File: config.mk
export PLATFORM = sky130hd
export DESIGN_NAME = button_debouncer_flat
export DESIGN_NICKNAME = d
export VERILOG_FILES = /design/src/rtl/button_debouncer_if.sv /design/src/rtl/button_debouncer.sv /design/src/flat_wrapper.sv
export SDC_FILE = /design/constraint.sdc
export NUM_CORES = 1
export LEC_CHECK = 0
export CAP_MARGIN = 40
export CORE_ASPECT_RATIO = 1.75
export CORE_UTILIZATION = 57
export DETAILED_ROUTE_END_ITERATION = 6
export PLACE_DENSITY = 0.78
export SETUP_SLACK_MARGIN = 0.02
export SLEW_MARGIN = 10
export SYNTH_ARGS = -nofsm -noshare
export SYNTH_HDL_FRONTEND = slang
export SYNTH_SLANG_ARGS = --single-unit
File: constraint.sdc
create_clock -name in_clock -period 1.7 [get_ports in_clock]
set_clock_uncertainty 0.15 [all_clocks]
set_input_delay 0.34 -clock in_clock [delete_from_list [all_inputs] [get_ports in_clock]]
set_output_delay 0.34 -clock in_clock [all_outputs]
set_load 0.03 [all_outputs]
File: src/rtl/button_debouncer_if.sv
// Button debouncer signal bundle: raw inputs and sample clock in, clean levels and pulses out.
// No handshake: the pulses are single-cycle strobes with no backpressure, the levels are plain state.
interface button_debouncer_if #(
  parameter int NUM_BUTTONS = 4
);
  logic                   sample_clock;
  logic [NUM_BUTTONS-1:0] buttons_raw;
  logic [NUM_BUTTONS-1:0] buttons_level;
  logic [NUM_BUTTONS-1:0] buttons_pressed;
  logic [NUM_BUTTONS-1:0] buttons_released;
  logic                   sample_tick;

  modport master (
    output sample_clock,
    output buttons_raw,
    input  buttons_level,
    input  buttons_pressed,
    input  buttons_released,
    input  sample_tick
  );

  modport slave (
    input  sample_clock,
    input  buttons_raw,
    output buttons_level,
    output buttons_pressed,
    output buttons_released,
    output sample_tick
  );
endinterface

File: src/rtl/button_debouncer.sv
// Tick-sampled push-button debouncer with level and press/release pulse outputs.
// Optional auto-repeat of press pulses is built when BUTTON_AUTOREPEAT_EN is defined.
module button_debouncer #(
  parameter int NUM_BUTTONS  = 4,
  parameter int STABLE_TICKS = 8,
  parameter int REPEAT_TICKS = 64
) (
  input  logic               in_clock,
  input  logic               in_reset_n,
  button_debouncer_if.slave  bus
);

  // Compare against count-1 so an 8-bit counter never has to hold 256.
  localparam logic [7:0] STABLE_LAST = 8'(STABLE_TICKS - 1);

  logic                   samp_s1_q, samp_s2_q, samp_s3_q;
  logic [NUM_BUTTONS-1:0] raw_s1_q, raw_s2_q;
  logic [7:0]             cnt_q [NUM_BUTTONS];
  logic [7:0]             cnt_d [NUM_BUTTONS];
  logic [NUM_BUTTONS-1:0] level_q, level_d;
  logic [NUM_BUTTONS-1:0] pressed_q, pressed_d;
  logic [NUM_BUTTONS-1:0] released_q, released_d;
  logic [NUM_BUTTONS-1:0] accept;
  logic                   tick;

`ifdef BUTTON_AUTOREPEAT_EN
  localparam logic [7:0] REPEAT_LAST = 8'(REPEAT_TICKS - 1);
  logic [7:0] rep_q [NUM_BUTTONS];
  logic [7:0] rep_d [NUM_BUTTONS];
`endif

  assign tick = samp_s2_q & ~samp_s3_q;

  always_comb begin
    cnt_d      = cnt_q;
    level_d    = level_q;
    pressed_d  = '0;
    released_d = '0;
    accept     = '0;
`ifdef BUTTON_AUTOREPEAT_EN
    rep_d      = rep_q;
`endif
    for (int b = 0; b < NUM_BUTTONS; b++) begin
      if (tick) begin
        if (raw_s2_q[b] == level_q[b]) begin
          cnt_d[b] = '0;
        end else if (cnt_q[b] == STABLE_LAST) begin
          accept[b]     = 1'b1;
          level_d[b]    = raw_s2_q[b];
          cnt_d[b]      = '0;
          pressed_d[b]  = raw_s2_q[b];
          released_d[b] = ~raw_s2_q[b];
        end else begin
          cnt_d[b] = cnt_q[b] + 8'd1;
        end
      end
`ifdef BUTTON_AUTOREPEAT_EN
      // An accepted press can only occur while the level is 0, so this also clears on press.
      if (!level_q[b]) begin
        rep_d[b] = '0;
      end else if (tick && !accept[b]) begin
        if (rep_q[b] == REPEAT_LAST) begin
          pressed_d[b] = 1'b1;
          rep_d[b]     = '0;
        end else begin
          rep_d[b] = rep_q[b] + 8'd1;
        end
      end
`endif
    end
  end

  always_ff @(posedge in_clock) begin
    if (!in_reset_n) begin
      samp_s1_q  <= 1'b0;
      samp_s2_q  <= 1'b0;
      samp_s3_q  <= 1'b0;
      raw_s1_q   <= '0;
      raw_s2_q   <= '0;
      level_q    <= '0;
      pressed_q  <= '0;
      released_q <= '0;
      for (int b = 0; b < NUM_BUTTONS; b++) begin
        cnt_q[b] <= '0;
`ifdef BUTTON_AUTOREPEAT_EN
        rep_q[b] <= '0;
`endif
      end
    end else begin
      samp_s1_q  <= bus.sample_clock;
      samp_s2_q  <= samp_s1_q;
      samp_s3_q  <= samp_s2_q;
      raw_s1_q   <= bus.buttons_raw;
      raw_s2_q   <= raw_s1_q;
      level_q    <= level_d;
      pressed_q  <= pressed_d;
      released_q <= released_d;
      for (int b = 0; b < NUM_BUTTONS; b++) begin
        cnt_q[b] <= cnt_d[b];
`ifdef BUTTON_AUTOREPEAT_EN
        rep_q[b] <= rep_d[b];
`endif
      end
    end
  end

  assign bus.buttons_level    = level_q;
  assign bus.buttons_pressed  = pressed_q;
  assign bus.buttons_released = released_q;
  assign bus.sample_tick      = tick;

endmodule

File: src/flat_wrapper.sv
// flat-port wrapper written by rule: the top's interface ports become plain ports
module button_debouncer_flat 
#(
  parameter int NUM_BUTTONS  = 4,
  parameter int STABLE_TICKS = 8,
  parameter int REPEAT_TICKS = 64
)
  (in_clock, in_reset_n, bus_sample_clock, bus_buttons_raw, bus_buttons_level, bus_buttons_pressed, bus_buttons_released, bus_sample_tick);
  button_debouncer_if #(.NUM_BUTTONS(NUM_BUTTONS)) bus_i ();
  input  logic in_clock;
  input  logic in_reset_n;
  input wire logic [$bits(bus_i.sample_clock)-1:0] bus_sample_clock;
  input wire logic [$bits(bus_i.buttons_raw)-1:0] bus_buttons_raw;
  output wire logic [$bits(bus_i.buttons_level)-1:0] bus_buttons_level;
  output wire logic [$bits(bus_i.buttons_pressed)-1:0] bus_buttons_pressed;
  output wire logic [$bits(bus_i.buttons_released)-1:0] bus_buttons_released;
  output wire logic [$bits(bus_i.sample_tick)-1:0] bus_sample_tick;
  assign bus_i.sample_clock = bus_sample_clock;
  assign bus_i.buttons_raw = bus_buttons_raw;
  assign bus_buttons_level = bus_i.buttons_level;
  assign bus_buttons_pressed = bus_i.buttons_pressed;
  assign bus_buttons_released = bus_i.buttons_released;
  assign bus_sample_tick = bus_i.sample_tick;
  button_debouncer #(.NUM_BUTTONS(NUM_BUTTONS), .STABLE_TICKS(STABLE_TICKS), .REPEAT_TICKS(REPEAT_TICKS)) u_core (.in_clock(in_clock), .in_reset_n(in_reset_n), .bus(bus_i));
endmodule
Word-level counts from Yosys, hierarchy flattened

Cells that the tools add are included.

Add/subtract/negate cells: 4
Equality and inequality tests: 8
Mux-type cells: 8
Bitwise operators: 16
Reductions and logical operators: 8

Operators with widths:

| cell                                                            | count |
|---|---|
| 8-bit two-way mux                                               | 8 |
| 8-bit by 1-bit adder with 8-bit output, second input constant   | 4 |
| 8-bit by 3-bit == test with 1-bit output, second input constant | 4 |
| 4-bit OR reduction                                              | 4 |
| 1-bit NOT                                                       | 15 |
| 3-bit AND reduction                                             | 4 |
| 1-bit == test                                                   | 4 |
| 1-bit bitwise AND                                               | 1 |

Flip-flop bits (word level): 55
Input port bits: 7
Output and inout bits: 13
Logic and storage cells: 65

Logic depth before layout (Yosys ltp)

Depth after elaboration: 4
Depth in mapped cells: 7
Depth with buffers taken out: 5

Worst setup path after synthesis

No wires, ideal clock.

Path type: register to register
Start: register u_core.level_q[0], in the netlist u_core.bus.buttons_level[0]
End: register u_core.cnt_q[30] (netlist bit)
Setup time: 0.120 ns
Arrival time: 1.356 ns
Required time: 1.430 ns
Setup slack: 0.074 ns
Stages on the path, launching flop included: 5
Path buffers: 0
Clock period less this slack: 1.626 ns
Cells stage by stage: dfxtp_1 -> xnor2_1 -> a21oi_2 -> and3_1 -> o31a_1

Longest elaborated chain between the ends: 2

RTL lines:

| item                          | line                   | source |
|---|---|---|
| start, declared               | button_debouncer.sv:20 | `logic [NUM_BUTTONS-1:0] level_q, level_d;` |
| start signal, assigned        | button_debouncer.sv:95 | `level_q <= level_d;` |
| 1-bit == test                 | button_debouncer.sv:45 | `if (raw_s2_q[b] == level_q[b]) begin` |
| 8-bit two-way mux             | button_debouncer.sv:45 |  |
| end signal, assigned by index | button_debouncer.sv:99 | `cnt_q[b] <= cnt_d[b];` |
| end, declared                 | button_debouncer.sv:18 | `logic [7:0] cnt_q [NUM_BUTTONS];` |

No other way between the ends.
A chain may end at the register's enable or synchronous reset.

Final worst setup path

Start: register u_core.cnt_q[9] (netlist bit)
End: register u_core.cnt_q[14] (netlist bit)

Longest elaborated chain between the ends: 3
Elaborated cells between the ends (all ways): 4
Classes of those cells: 1 x add/sub; 1 x eq/ne; 2 x mux

RTL lines:

| item                                                                                                      | line                                           | source |
|---|---|---|
| 8-bit by 1-bit adder with 8-bit output / 8-bit by 3-bit == test with 1-bit output (equally long branches) | button_debouncer.sv:54, button_debouncer.sv:47 |  |
| 8-bit two-way mux *                                                                                       | button_debouncer.sv:47                         | `end else if (cnt_q[b] == STABLE_LAST) begin` |
| 8-bit two-way mux *                                                                                       | button_debouncer.sv:45                         |  |

Mark *: on every way between the ends. The rest lies on a longest branch, timed or not.

==> results.txt <==
* Status: complete, no violations
- The netlist uses 30 different library cells.
- Routed vias: 2316
- In the final layout, the share of cells above drive strength 1 is 0.213.
- At the pin with the least slew margin, the transition time is ~0.52 ns.
- Entering global routing, the biggest net connects 25 pins.
* Highest achievable clock rate: 607 MHz
* Most frequently used cell type in the post-synthesis netlist: sky130_fd_sc_hd__dfxtp_1
- The worst setup path is launched from a flop.
* Number of buffers added on ports: 19
- The number of antenna diodes in the final layout is 0.
- Clock Path Buffers: 2
- Later-pin clock latency in the skew report: about 0.3 ns
- Counting I/O delays and the setup requirement, the final critical path takes about 1.6 ns.
* Area of the mapped netlist: 2480 µm²
- Worst path required time: between 1.5 and 2 ns
* Row count: 31
- GRT Residual Overflow: 0
- Count of clock tree sinks: 55
- First-pass iteration count of the detailed router: 4
* Sequential-to-total area share from yosys stat: 0.444
- Clock-pin slew was measured on the worst setup and hold paths at about 0.10 ns.
- Measured along the y axis, the die boundary spans ~89 µm.
- Synth Register Bits: between 50 and 60
* Routed metal-1 wirelength: around 2400 µm
- After detailed routing, the met2 layer carries roughly 3100 µm of wire.
- Largest fanout of any net on the critical path: 5
- Initial antenna violation count: 0
* LEAKAGE: ~1.2 nW
* Final Non-Filler Cells: between 300 and 400
* Max-slew violation count: 0
- The core region is 4150 µm².
* Wire length on met3: around 140 µm
- DRT Wirelength: roughly 5800 µm
* DR iter-0 viols: between 50 and 60
- Synth Instances: about 280
- Hold/Removal Path Class: reg -> reg
* Most used standard cells in the synthesized netlist: sky130_fd_sc_hd__dfxtp_1, sky130_fd_sc_hd__nand2_1, sky130_fd_sc_hd__nand3_1, sky130_fd_sc_hd__a21oi_1, sky130_fd_sc_hd__and2_1
- Detail Placement HPWL: roughly 3700 µm
- Fraction of registers with async set or reset after synthesis: 0
* Startpoint of the worst register-to-register path: u_core.cnt_q[9]
- Die area: around 4600 µm²
* Residual DRC count: 0
- Number of H-tree levels: 2
* Antenna Nets Post-Route: 0
- The number of hold violations in the final report came to 0.
* Rel. slew slack: 0.651
- Net count after synthesis: a little under 300
- Once placement completed, the tool counted placed cells totaling approximately 360.
- TritonCTS clock tree: built
- Launching instance or port of the critical path: u_core.cnt_q[9]
* Cell accounting for the most synthesized area: sky130_fd_sc_hd__dfxtp_1
- Hold path startpoint: u_core.raw_s1_q[0]
- Number of global-route vias before repair: between 2000 and 2500
* Count of flip-flops with a built-in enable after synthesis: 0
* Clk Tree Root Cell: sky130_fd_sc_hd__clkbuf_8
- The highest metal layer carrying signal wires in the routed design is met4.
* Layout filler cell count: around 280
- Max cap viols: 0
- Average detailed-routed wire length per instance: around 15 µm
- For the worst setup path, the data arrival time is around 1.7 ns.
- The initial utilization of the core area, before any placement, comes to 0.597.
- The worst setup path is of the reg -> reg kind.
- Power per unit of standard cell area: just under 800 nW/µm²
* Capturing element type of the critical path: flop
- Post-layout net count: 338
* Post-Synthesis Mean Instance Area: between 8 and 9 µm²
* Post-layout power: 2.45 mW
- In this run the horizontal extent of the chip is ~52 µm.
- Period utilization: 0.969
- Area share of the largest cell type after synthesis: 0.444
- Compared with the post-synthesis result, the final layout area differs by 27.7%.
- Clock tree synthesis inserted a total of 5 buffers.
* Total routing resource utilization after global routing: 0.255
- VDD sags by at most 845 µV.
- Leading register cell type out of synthesis: sky130_fd_sc_hd__dfxtp_1
* Number of warnings reported in the yosys synthesis log: 0
- First-pass GRT wire length: between 8000 and 9000 µm
- Number of vias per cell: 6.14
* Unrepaired setup endpoints after global routing: true
- Top cells by area, synth: sky130_fd_sc_hd__dfxtp_1, sky130_fd_sc_hd__nand2_1, sky130_fd_sc_hd__nand3_1
- Final setup violation count: 0
- Pin placement for this block handled 20 I/O pins.
- RD Place Congestion: 0.810
==> layout make-up <==
type                       count  area [µm²]  area share
inverter                       6        25.0     0.00791
multi-input combinational    207        1400       0.443
sequential                    55        1110       0.351
tap                           49        61.3      0.0194
clock buffer                   6        72.6      0.0229
clock inverter                 2        60.1      0.0190
timing repair buffer          52         434       0.137
==> worst paths after layout <==
check	end	slack (ns)	depth (start not counted)
min reg2reg	u_core.raw_s2_q[0]	0.30	1
max	u_core.cnt_q[14]	0.05	5
max reg2reg	u_core.cnt_q[14]	0.05	5
min	u_core.raw_s2_q[0]	0.30	1
==> repair_timing <==
item | in CTS | in global routing
cloned | 0 | 2
pin swaps | 1 | 3
hold buffers | 0 | 0
buffers inserted | 2 | 1
gates resized for setup | 22 | 14
setup endpoints to repair | 27 | 8
==> critical path: stages, from the launching register on <==
cell,delay [ns]
sky130_fd_sc_hd__dfxtp_2,0.36
sky130_fd_sc_hd__ha_4,0.15
sky130_fd_sc_hd__and4bb_2,0.31
sky130_fd_sc_hd__a21oi_4,0.09
sky130_fd_sc_hd__and3_1,0.19
sky130_fd_sc_hd__o31a_1,0.28
==> placed cells by master (no fill, tap or decap), types with 5 or more instances in the layout <==
cell type / synthesis / final
sky130_fd_sc_hd__a21oi_1: 16 / 16
sky130_fd_sc_hd__and2_1: 15 / 15
sky130_fd_sc_hd__and3_1: 8 / 8
sky130_fd_sc_hd__buf_4: 0 / 33
sky130_fd_sc_hd__clkbuf_8: 0 / 5
sky130_fd_sc_hd__clkdlybuf4s50_1: 0 / 6
sky130_fd_sc_hd__dfxtp_1: 55 / 47
sky130_fd_sc_hd__dfxtp_2: 0 / 8
sky130_fd_sc_hd__dlygate4sd2_1: 0 / 11
sky130_fd_sc_hd__nand2_1: 37 / 37
sky130_fd_sc_hd__nand3_1: 24 / 24
sky130_fd_sc_hd__nor2_1: 12 / 12
sky130_fd_sc_hd__nor4_1: 8 / 8
sky130_fd_sc_hd__nor4b_1: 8 / 7
sky130_fd_sc_hd__o2111ai_1: 8 / 8
sky130_fd_sc_hd__o21ai_0: 8 / 8
sky130_fd_sc_hd__o221ai_1: 8 / 8
sky130_fd_sc_hd__or4_1: 8 / 8
==> metal layers <==
metal	track usage	up-vias
met4	0.113	0
met1	0.279	1107
li1	-	1146
met3	0.0408	15
met2	0.466	48
met5	0	-
==> flip-flops by register name, summed over array words and instances, names as in the netlist <==
signal	count
u_core.bus.buttons_pressed	4
u_core.bus.buttons_level	4
u_core.raw_s2_q	4
u_core.bus.buttons_released	4
u_core.samp_s3_q	1
u_core.samp_s2_q	1
u_core.samp_s1_q	1
u_core.cnt_q	32
u_core.raw_s1_q	4
==> stage by stage <==
stage          utilization  hold WS (ns)  setup WS [ns]  instance area [µm²]  TNS [ns]
2_1_floorplan            -         0.262         0.0742                 2480         0
3_3_place_gp         0.700         0.263         -0.138                 2910     -1.51
3_5_place_dp         0.700         0.271         -0.175                 2910     -2.00
4_1_cts              0.742         0.303         0.0219                 3080         0
5_1_grt              0.763         0.319        -0.0363                 3170   -0.0363
6_report             0.763         0.298         0.0533                 3170         0
==> logic make-up after synthesis <==
logic type,after synthesis,share of synthesized area
xor gates and xnor gates,4,0.0141
muxes,4,0.0162
AOI/OAI and AO/OA,52,0.143
adders and majority gates,4,0.0202
buffers and inverters,19,0.0333
DFF,55,0.444
and+or+nand+nor,141,0.329
==> report_power, final <==
| group | switching, mW | leakage [nW] | internal [mW] |
|---|---|---|---|
| sequential | 0.00710 | 0.449 | 1.30 |
| combinational | 0.0795 | 0.644 | 0.0570 |
| clock | 0.414 | 0.0654 | 0.589 |
Note: power is estimated with default switching activity, not from simulation.
